--- config.mk ---
export PLATFORM = sky130hd
export DESIGN_NAME = adc_bcd_format_flat
export DESIGN_NICKNAME = d
export VERILOG_FILES = /design/src/rtl/adc_bcd_format_if.sv /design/src/rtl/adc_bcd_format.sv /design/src/flat_wrapper.sv
export SDC_FILE = /design/constraint.sdc
export NUM_CORES = 1
export LEC_CHECK = 0
export BUFFER_PORTS_ARGS = -buffer_cell sky130_fd_sc_hd__buf_4
export CAP_MARGIN = 10
export CORE_ASPECT_RATIO = 1.2
export CORE_MARGIN = 2
export CORE_UTILIZATION = 51
export DETAILED_ROUTE_END_ITERATION = 16
export PLACE_DENSITY = 0.76
export SYNTH_ARGS = -nofsm -noshare
export SYNTH_HDL_FRONTEND = slang
export SYNTH_SLANG_ARGS = --single-unit
export TNS_END_PERCENT = 10
--- constraint.sdc ---
create_clock -name i_clk -period 1.3 [get_ports i_clk]
set_input_delay 0.065 -clock i_clk [delete_from_list [all_inputs] [get_ports i_clk]]
set_output_delay 0.065 -clock i_clk [all_outputs]
set_load 0.05 [all_outputs]
--- src/rtl/adc_bcd_format_if.sv ---
// Sample-in / BCD-display-out bundle for adc_bcd_format.
// master drives the sample strobe; slave is the converter.
interface adc_bcd_format_if #(
    parameter int IN_W = 14
);
    logic            i_valid;
    logic [IN_W-1:0] i_sample;
    logic            i_blank_en;
    logic [1:0]      i_dp_pos;
    logic            o_busy;
    logic            o_done;
    logic [15:0]     o_data;
    logic [3:0]      o_turn_off;
    logic [3:0]      o_dp;
    logic            o_ovf;

    modport master (
        output i_valid, i_sample, i_blank_en, i_dp_pos,
        input  o_busy, o_done, o_data, o_turn_off, o_dp, o_ovf
    );

    modport slave (
        input  i_valid, i_sample, i_blank_en, i_dp_pos,
        output o_busy, o_done, o_data, o_turn_off, o_dp, o_ovf
    );
endinterface

--- src/rtl/adc_bcd_format.sv ---
// Binary ADC sample to 4-digit BCD (double dabble) with blanking and point.
// ADC_BCD_SAT_EN: clamp values above 9999 to 9999 and flag o_ovf.
module adc_bcd_format #(
    parameter int IN_W = 14
) (
    input  logic               i_clk,
    input  logic               i_rst_n,
    adc_bcd_format_if.slave    bus
);
    localparam int CW = $clog2(IN_W + 1);
    localparam int SW = 20 + IN_W;

    typedef enum logic [1:0] {
        IDLE,
        SHIFT,
        OUT
    } state_t;

    state_t          r_state;
    state_t          w_next;
    logic [CW-1:0]   r_cnt;
    logic [SW-1:0]   r_sh;
    logic            r_blank;
    logic [1:0]      r_dp_pos;
    logic [15:0]     r_data;
    logic [3:0]      r_off;
    logic [3:0]      r_dp;
    logic            r_done;

    logic            w_accept;
    logic [IN_W-1:0] w_load;
    logic [SW-1:0]   w_adj;
    logic [15:0]     w_low;
    logic [3:0]      w_prot;
    logic [3:0]      w_off;
    logic [3:0]      w_dp;

    assign w_accept = (r_state == IDLE) && bus.i_valid;

`ifdef ADC_BCD_SAT_EN
    logic w_over;
    logic r_ovf_cap;
    logic r_ovf;

    assign w_over = 32'(bus.i_sample) > 32'd9999;
    assign w_load = w_over ? IN_W'(9999) : bus.i_sample;
    assign bus.o_ovf = r_ovf;

    always_ff @(posedge i_clk or negedge i_rst_n) begin
        if (!i_rst_n) begin
            r_ovf_cap <= 1'b0;
            r_ovf     <= 1'b0;
        end else begin
            if (w_accept)
                r_ovf_cap <= w_over;
            if (r_state == OUT)
                r_ovf <= r_ovf_cap;
        end
    end
`else
    assign w_load = bus.i_sample;
    assign bus.o_ovf = 1'b0;
`endif

    always_ff @(posedge i_clk or negedge i_rst_n) begin
        if (!i_rst_n)
            r_state <= IDLE;
        else
            r_state <= w_next;
    end

    always_comb begin
        w_next = r_state;
        unique case (r_state)
            IDLE:    if (bus.i_valid) w_next = SHIFT;
            SHIFT:   if (r_cnt == CW'(1)) w_next = OUT;
            OUT:     w_next = IDLE;
            default: w_next = IDLE;
        endcase
    end

    // Add-3 correction on all five BCD nibbles before each shift.
    always_comb begin
        w_adj = r_sh;
        for (int k = 0; k < 5; k++) begin
            if (r_sh[IN_W + 4*k +: 4] >= 4'd5)
                w_adj[IN_W + 4*k +: 4] = r_sh[IN_W + 4*k +: 4] + 4'd3;
        end
    end

    assign w_low = r_sh[IN_W +: 16];

    // A digit at or right of the point is never blanked.
    always_comb begin
        w_prot    = 4'b0001;
        w_prot[1] = (r_dp_pos >= 2'd1);
        w_prot[2] = (r_dp_pos >= 2'd2);
        w_prot[3] = (r_dp_pos == 2'd3);
        w_off     = 4'b0000;
        w_off[3]  = r_blank && (w_low[15:12] == 4'd0) && !w_prot[3];
        w_off[2]  = w_off[3] && (w_low[11:8] == 4'd0) && !w_prot[2];
        w_off[1]  = w_off[2] && (w_low[7:4] == 4'd0) && !w_prot[1];
        w_dp      = 4'b0000;
        if (r_dp_pos != 2'd0)
            w_dp = 4'b0001 << r_dp_pos;
    end

    always_ff @(posedge i_clk or negedge i_rst_n) begin
        if (!i_rst_n) begin
            r_cnt    <= '0;
            r_sh     <= '0;
            r_blank  <= 1'b0;
            r_dp_pos <= 2'd0;
            r_data   <= 16'h0000;
            r_off    <= 4'b1111;
            r_dp     <= 4'b0000;
            r_done   <= 1'b0;
        end else begin
            r_done <= 1'b0;
            if (w_accept) begin
                r_cnt    <= CW'(IN_W);
                r_sh     <= {20'd0, w_load};
                r_blank  <= bus.i_blank_en;
                r_dp_pos <= bus.i_dp_pos;
            end
            if (r_state == SHIFT) begin
                r_cnt <= r_cnt - CW'(1);
                r_sh  <= {w_adj[SW-2:0], 1'b0};
            end
            if (r_state == OUT) begin
                r_data <= w_low;
                r_off  <= w_off;
                r_dp   <= w_dp;
                r_done <= 1'b1;
            end
        end
    end

    assign bus.o_busy     = (r_state != IDLE);
    assign bus.o_done     = r_done;
    assign bus.o_data     = r_data;
    assign bus.o_turn_off = r_off;
    assign bus.o_dp       = r_dp;
endmodule
--- src/flat_wrapper.sv ---
// flat-port wrapper written by rule: the top's interface ports become plain ports
module adc_bcd_format_flat 
#(
    parameter int IN_W = 14
)
  (i_clk, i_rst_n, bus_i_valid, bus_i_sample, bus_i_blank_en, bus_i_dp_pos, bus_o_busy, bus_o_done, bus_o_data, bus_o_turn_off, bus_o_dp, bus_o_ovf);
  adc_bcd_format_if #(.IN_W(IN_W)) bus_i ();
  input  logic i_clk;
  input  logic i_rst_n;
  input wire logic [$bits(bus_i.i_valid)-1:0] bus_i_valid;
  input wire logic [$bits(bus_i.i_sample)-1:0] bus_i_sample;
  input wire logic [$bits(bus_i.i_blank_en)-1:0] bus_i_blank_en;
  input wire logic [$bits(bus_i.i_dp_pos)-1:0] bus_i_dp_pos;
  output wire logic [$bits(bus_i.o_busy)-1:0] bus_o_busy;
  output wire logic [$bits(bus_i.o_done)-1:0] bus_o_done;
  output wire logic [$bits(bus_i.o_data)-1:0] bus_o_data;
  output wire logic [$bits(bus_i.o_turn_off)-1:0] bus_o_turn_off;
  output wire logic [$bits(bus_i.o_dp)-1:0] bus_o_dp;
  output wire logic [$bits(bus_i.o_ovf)-1:0] bus_o_ovf;
  assign bus_i.i_valid = bus_i_valid;
  assign bus_i.i_sample = bus_i_sample;
  assign bus_i.i_blank_en = bus_i_blank_en;
  assign bus_i.i_dp_pos = bus_i_dp_pos;
  assign bus_o_busy = bus_i.o_busy;
  assign bus_o_done = bus_i.o_done;
  assign bus_o_data = bus_i.o_data;
  assign bus_o_turn_off = bus_i.o_turn_off;
  assign bus_o_dp = bus_i.o_dp;
  assign bus_o_ovf = bus_i.o_ovf;
  adc_bcd_format #(.IN_W(IN_W)) u_core (.i_clk(i_clk), .i_rst_n(i_rst_n), .bus(bus_i));
endmodule
==> results.toml, run 1 <==
[synthesis]
ys_top_cells_by_count = "59 x dfrtp_1, 53 x nand2_1, 33 x o21ai_1, 19 x inv_1, 14 x buf_2"
synth_seq_area_share_pct = 52.75
netlist.area_leader.share_pct = 49.25
synth-xor-area-share_pct = 0.2922
synthAdderAreaFrac_pct = 5.426
yosysWarnings = 0
avgSynthCellArea_sq_um = 10.13
synth_seq_cells = 63
yosysMostFrequentCell = "dfrtp_1"
synth_top_family_by_area = "compound AO/OA/AOI/OAI gates"
synth_simple_gate_area_share_pct = 13.48
synth_top_cell_by_area = "dfrtp_1"
postSynth.asyncResetShare_pct = 100.0
synth_area_sq_mm = 0.002998
ys.flop_type = "dfrtp_1"
synth_edf_count = 0
ys_top_cells_by_area = "dfrtp_1 49%, nand2_1 6.6%, o21ai_1 5.5%, ha_1 5.4%, dfstp_2 3.5%"
synth_compound_area_share_pct = 21.20
yosysUniqueCellTypes = 39
syn_inst = 296
synthMuxAreaShare_pct = 1.127

[routing]
routedWlPerCell_microns = 14.76
drt-total-wl_microns = 6994
drt-initial-drc-count = 225
num_vias = 2547
postRouteAntennaNets = 0
routed_via_density = 5.373
drt_drc_violations_left = 0
dr.pass1.iters = 5

[setup_path]
critPathRequiredTime_ns = 1.24
worstReg2RegStart = "u_core.r_state[0]$_DFFE_PN0P_"
cp_cell_sequence = "buf_6 > or2_4 > buf_8"
cp.arrival_ns = 1.30
crit_family = "flip-flops"
ff2ff_setup_slack_ns = -0.05
crit_cells = 3
cp-start-kind = "flip-flop"
path_class = "reg -> out"
cp-startpoint = "u_core.r_state[0]$_DFFE_PN0P_"
crit_path_max_incr_delay_ns = 0.43
rr_worst_depth = 4
cp_max_fo = 5
r2r_end = "u_core.r_blank$_DFFE_PN0P_"
cp.buffers_inverters = 2
worstSetupEndpointType = "output pin"
cp_slowest_cell = "dfrtp_2"
crit_end = "bus_o_busy"

[floorplan]
die_h_microns = 87.99
dieArea_sq_mm = 0.006510
placement_rows = 30
dieWidth_microns = 73.99
initial_core_util_pct = 52.89
ioPinCount = 47
core_sq_mm = 0.005668

[power_and_ir_drop]
netSwitchingFraction_pct = 41.53
power_density_mw_per_mm2 = 2445
p_int_mw = 5.970
p_seq_share_pct = 31.6
comb_power_share_pct = 51.9
irDropWorstVdd_v = 0.001357
p_switching_mw = 4.240
clockPowerShare_pct = 16.4
p_leak_nw = 1.932

[finish]
num-fill-cells = 420
drive_above_1_share_pct = 36.04
diodes = 0
final_nets = 422
area_delta_synth_final_pct = 39.27
post-route-util_pct = 73.66

[sta]
hold_ws_ns = 0.004492
fmax_mhz = 732.9
final.setup.worst_slack_ns = -0.06437
fin_skew_ns = 0.01005
min_period_over_period_pct = 105.0
slew_violations = 0
finalSetupViolCount = 14
period_minus_slack_ns = 1.364
rsz0062_at_grt = "yes"
hold_viol_final = 0

[clock_network]
cts_buffers = 9
clock_path_buffers = 2
htreeDepth = 3
clk_pin_slew_ns = 0.07
cts_tree = "done"
clk-insertion-delay-late_ns = 0.35
cts_sinks = 63
cts-root-buf = "clkbuf_8"

[min_path]
hold_depth = 3
min_path_type = "in -> reg"

[run]
cap_violations = 0

[global_route]
antenna_found_initial = 0
grt_max_degree = 36
grt_pass1_vias = 2614
grtUsageTotal_pct = 23.17
grt_pass1_wl_microns = 11610
overflow = 0

[placed_design]
gp_congestion = 0.8226
io_buffers = 44
dp_hpwl_microns = 4568

[outcome]
status = "complete, but fails checks"
violations = "negative setup slack"
[metal layers]
layer	vias up	track usage (%)	wire length, microns
li1	1231	-	-
met1	1253	28.23	2922
met2	54	39.85	3741
met3	9	3.682	213
met4	0	10.74	116
met5	-	0	0
[per-stage QoR]
step	worst slack (ns)	area [sq um]	power, mW	setup TNS, ns	instances
after global placement	-0.02943	3643	7.616	-0.09039	439
after CTS	-0.06175	4065	9.846	-0.5800	471
final	-0.06437	4175	10.21	-0.4151	474
after global routing	-0.1285	4175	10.93	-2.643	474
after detailed placement	-0.1025	3643	7.796	-0.4210	439
after floorplan	0.0003659	3002	6.158	0	297
[state kept, by name (all words and copies together) (netlist names)]
name / count
u_core.bus.o_data: 16
u_core.bus.o_done: 1
u_core.bus.o_dp: 3
u_core.bus.o_turn_off: 4
u_core.r_blank: 1
u_core.r_cnt: 4
u_core.r_dp_pos: 2
u_core.r_sh: 30
u_core.r_state: 2
[worst min path at each step]
stage	start	endpoint	slack, ns
floorplan	i_rst_n	u_core.bus.o_data[0]$_DFFE_PN0P_	-0.23
global placement	i_rst_n	u_core.bus.o_done$_DFF_PN0_	0.04
detailed placement	i_rst_n	u_core.r_sh[19]$_DFFE_PN0P_	0.04
CTS	bus_i_sample[3]	u_core.r_sh[3]$_DFFE_PN0P_	0.0007
global route	bus_i_sample[13]	u_core.r_sh[13]$_DFFE_PN0P_	0.02
finish	bus_i_sample[3]	u_core.r_sh[3]$_DFFE_PN0P_	0.004
[power by group through the flow]
stage	sequential (mW)	clock (mW)	combinational, mW
floorplan	3.77	0	2.38
global placement	3.19	0	4.42
detailed placement	3.22	0	4.58
CTS	3.20	1.70	4.95
global route	3.31	1.78	5.84
finish	3.23	1.68	5.30
[worst register-to-register path, stage by stage (launching register included)]
cell     delay [ns]
dfrtp_2        0.43
buf_6          0.14
nor3b_4        0.23
buf_6          0.15
mux2_4         0.29
[cell families (layout without fill, tap and decap cells)]
logic type / Yosys count / after routing
mux: 3 / 3
other cells: 1 / 2
fa+ha+maj: 13 / 13
flops: 63 / 63
buf+inv: 37 / 134
simple gates: 84 / 84
xor+xnor: 1 / 1
compound gates: 94 / 94
[layout make-up]
| class | count | area, sq um | share of cell area, % |
|---|---|---|---|
| multi-input cells | 197 | 1359 | 32.54 |
| flip-flops and latches | 63 | 1584 | 37.94 |
| clock inverters | 7 | 73.82 | 1.768 |
| inverters | 19 | 71.32 | 1.708 |
| clock buffers | 9 | 123.9 | 2.967 |
| repair buffers | 99 | 863.3 | 20.68 |
| well taps | 80 | 100.1 | 2.397 |
[cells in the final DEF, fill, tap and decap left out, types with 2 or more instances in the layout]
| cell type | instances |
|---|---|
| a22o_1 | 6 |
| a22oi_1 | 9 |
| a22oi_2 | 4 |
| a31oi_1 | 3 |
| buf_12 | 3 |
| buf_4 | 74 |
| buf_6 | 10 |
| buf_8 | 3 |
| clkbuf_8 | 9 |
| clkinvlp_4 | 4 |
| conb_1 | 2 |
| dfrtp_1 | 57 |
| dfrtp_2 | 2 |
| dfstp_2 | 4 |
| dlygate4sd3_1 | 9 |
| ha_1 | 9 |
| ha_2 | 3 |
| inv_1 | 14 |
| inv_2 | 5 |
| mux2_4 | 3 |
| nand2_1 | 53 |
| nand2b_1 | 7 |
| nand3b_1 | 4 |
| nor2_1 | 3 |
| nor2b_2 | 3 |
| nor2b_4 | 2 |
| o2111ai_1 | 8 |
| o211ai_1 | 10 |
| o21a_1 | 4 |
| o21ai_0 | 5 |
| o21ai_1 | 33 |
| o311ai_1 | 2 |
| o31ai_1 | 4 |
| o31ai_2 | 2 |
[repair_timing]
item | CTS | global route
gates resized for setup | 27 | 28
pin swaps | 3 | 14
hold endpoints to repair | 38 | 0
setup buffers | 7 | 0
gates cloned | 0 | 3
hold buffers | 9 | 0
setup endpoints to repair | 33 | 58
(Power assumes the default switching activity.)
==> run 2: changes to the inputs <==
==> constraint.sdc (replaced) <==
create_clock -name i_clk -period 1.3 [get_ports i_clk]
set_input_delay 0.13 -clock i_clk [delete_from_list [all_inputs] [get_ports i_clk]]
set_output_delay 0.13 -clock i_clk [all_outputs]
set_load 0.05 [all_outputs]
==> run 2 against run 1 <==
The flow still finishes with violations (negative setup slack). Cell count down 1.1%. Die area is the same. Combinational power shrank 1%. Via count up 0.24%. Non-clock buffer count fell by 6. Register-to-register slack worse by 0.09 ns. Critical path depth is 2 higher. Sequential power about the same. Power decreased by 2.9%. Core utilization shrank 2.2 points.
==> results.toml, run 2 (synthesis gave the netlist of run 1 again) <==
[outcome]
status = "complete, but fails checks"
violations = "negative setup slack"

[sta]
worstMarginPinSlew_ns = 0.6999
slew_violations = 0
fin_skew_ns = 0.007413
period_minus_slack_ns = 1.443
finalSetupViolCount = 34
fin_tns_setup_ns = -1.608
hold_viol_final = 0
min_period_over_period_pct = 111.0
final.setup.worst_slack_ns = -0.1429
rsz0062_at_grt = "yes"
fmax_mhz = 693.1
max_slew_margin_pct = 53.31

[floorplan]
core_sq_mm = 0.005668
dieWidth_microns = 73.99
dieArea_sq_mm = 0.006510
die_h_microns = 87.99
initial_core_util_pct = 52.89
ioPinCount = 47
placement_rows = 30

[power_and_ir_drop]
p_switching_mw = 4.086
power_density_mw_per_mm2 = 2448
p_int_mw = 5.828
p_seq_share_pct = 32.7
clockPowerShare_pct = 14.6
p_leak_nw = 1.913
power_mw = 9.914
comb_power_share_pct = 52.8
netSwitchingFraction_pct = 41.21
irDropWorstVdd_v = 0.001357

[global_route]
antenna_found_initial = 0
grtUsageTotal_pct = 21.82
grt_max_degree = 38
grt_pass1_wl_microns = 10940
grt_pass1_vias = 2456
overflow = 0

[routing]
routed_via_density = 5.443
drt_drc_violations_left = 0
drt-total-wl_microns = 6855
postRouteAntennaNets = 0
dr.pass1.iters = 4
routedWlPerCell_microns = 14.62
num_vias = 2553
drt-initial-drc-count = 109

[setup_path]
cp.arrival_ns = 1.66
cp-start-kind = "flip-flop"
worstSetupEndpointType = "flip-flop"
critPathRequiredTime_ns = 1.51
path_class = "reg -> reg"
cp_max_fo = 7

[finish]
final_common_cell = "buf_4"
num-fill-cells = 435
diodes = 0
area_delta_synth_final_pct = 35.10
largest_reg_flops = 30
top_register = "u_core.r_sh"
most-common-layout-cells = "79 x buf_4, 57 x dfrtp_1, 53 x nand2_1, 35 x o21ai_1, 16 x inv_1"
final_nets = 417
final_area_sq_mm = 0.004050
post-route-util_pct = 71.46
stdcell_count = 469
drive_above_1_share_pct = 33.68

[placed_design]
dpl_cell_area_sq_mm = 0.003641
dp_hpwl_microns = 4378
dp_cells = 440
gp_congestion = 0.8590
io_buffers = 44

[clock_network]
cts_sinks = 63
cts_buffers = 9
cts_tree = "done"
clock_path_buffers = 2
clk-insertion-delay-late_ns = 0.34
cts-root-buf = "clkbuf_8"
clk_pin_slew_ns = 0.07
htreeDepth = 3

[run]
cap_violations = 0

[min_path]
min_path_type = "in -> reg"
[run 2: cell count changes in the layout (fill, tap and decap cells not counted), moves of 4 or more]
cell	before	now
a22oi_1	9	13
clkinvlp_4	4	0
dlygate4sd3_1	9	1
clkbuf_1	0	5
buf_4	74	79
a22oi_2	4	0
[run 2: through the flow]
step	setup WS, ns	hold WS, ns
2_1_floorplan	0.0003659	-0.1656
3_3_place_gp	-0.1524	0.1250
6_report	-0.1429	0.02738
4_1_cts	-0.1382	0.01707
5_1_grt	-0.2146	0.01098
3_5_place_dp	-0.1968	0.1290
[run 2: layout make-up]
| cell class | instances | area (sq um) | area share, % |
|---|---|---|---|
| Tap cell | 80 | 100.1 | 2.471 |
| Clock buffer | 15 | 156.4 | 3.862 |
| Clock inverter | 1 | 5.005 | 0.1236 |
| Multi-Input combinational cell | 198 | 1354 | 33.43 |
| Inverter | 19 | 71.32 | 1.761 |
| Sequential cell | 63 | 1584 | 39.11 |
| Timing Repair Buffer | 93 | 779.5 | 19.25 |
[run 2: final timing paths]
kind	from	to	slack, ns	depth (start not counted)
max	u_core.r_state[1]$_DFFE_PN0P_	u_core.r_cnt[2]$_DFFE_PN0P_	-0.14	5
min	bus_i_sample[0]	u_core.r_sh[0]$_DFFE_PN0P_	0.03	2
max reg2reg	u_core.r_state[1]$_DFFE_PN0P_	u_core.r_cnt[2]$_DFFE_PN0P_	-0.14	5
min reg2reg	u_core.bus.o_turn_off[3]$_DFFE_PN1P_	u_core.bus.o_turn_off[3]$_DFFE_PN1P_	0.46	2
max in group asynchronous	i_rst_n	u_core.r_state[1]$_DFFE_PN0P_	0.46	3
min in group asynchronous	i_rst_n	u_core.bus.o_done$_DFF_PN0_	0.31	2
[run 2: routing by layer]
metal / vias to the layer above / wire [microns] / global-route usage (%)
met5: - / 0 / 0
met4: 0 / 119 / 11.24
met3: 14 / 226 / 4.143
met2: 63 / 3522 / 36.53
met1: 1251 / 2987 / 26.58
li1: 1225 / - / -
[run 2: timing repair]
action / CTS / global route
pin swaps: 21 / 8
hold buffers: 1 / 0
hold endpoints to repair: 31 / 0
resized for setup: 15 / 27
endpoints found under the setup margin: 38 / 61
cloned: 0 / 3
buffers inserted: 5 / 4
[run 2: power by group through the flow]
stage                     Sequential [mW]  Combinational, mW  Clock (mW)
final                                3.24               5.23        1.44
after CTS                            3.21               4.76        1.48
after detailed placement             3.21               4.54           0
after global routing                 3.32               5.75        1.58
after floorplan                      3.77               2.39           0
after global placement               3.18               4.40           0
[run 2: worst max-delay path, stage by stage (launching register included)]
cell      delay, ns
dfrtp_2        0.36
buf_4          0.17
and2b_2        0.28
buf_6          0.15
a211oi_1       0.28
a31oi_1        0.08
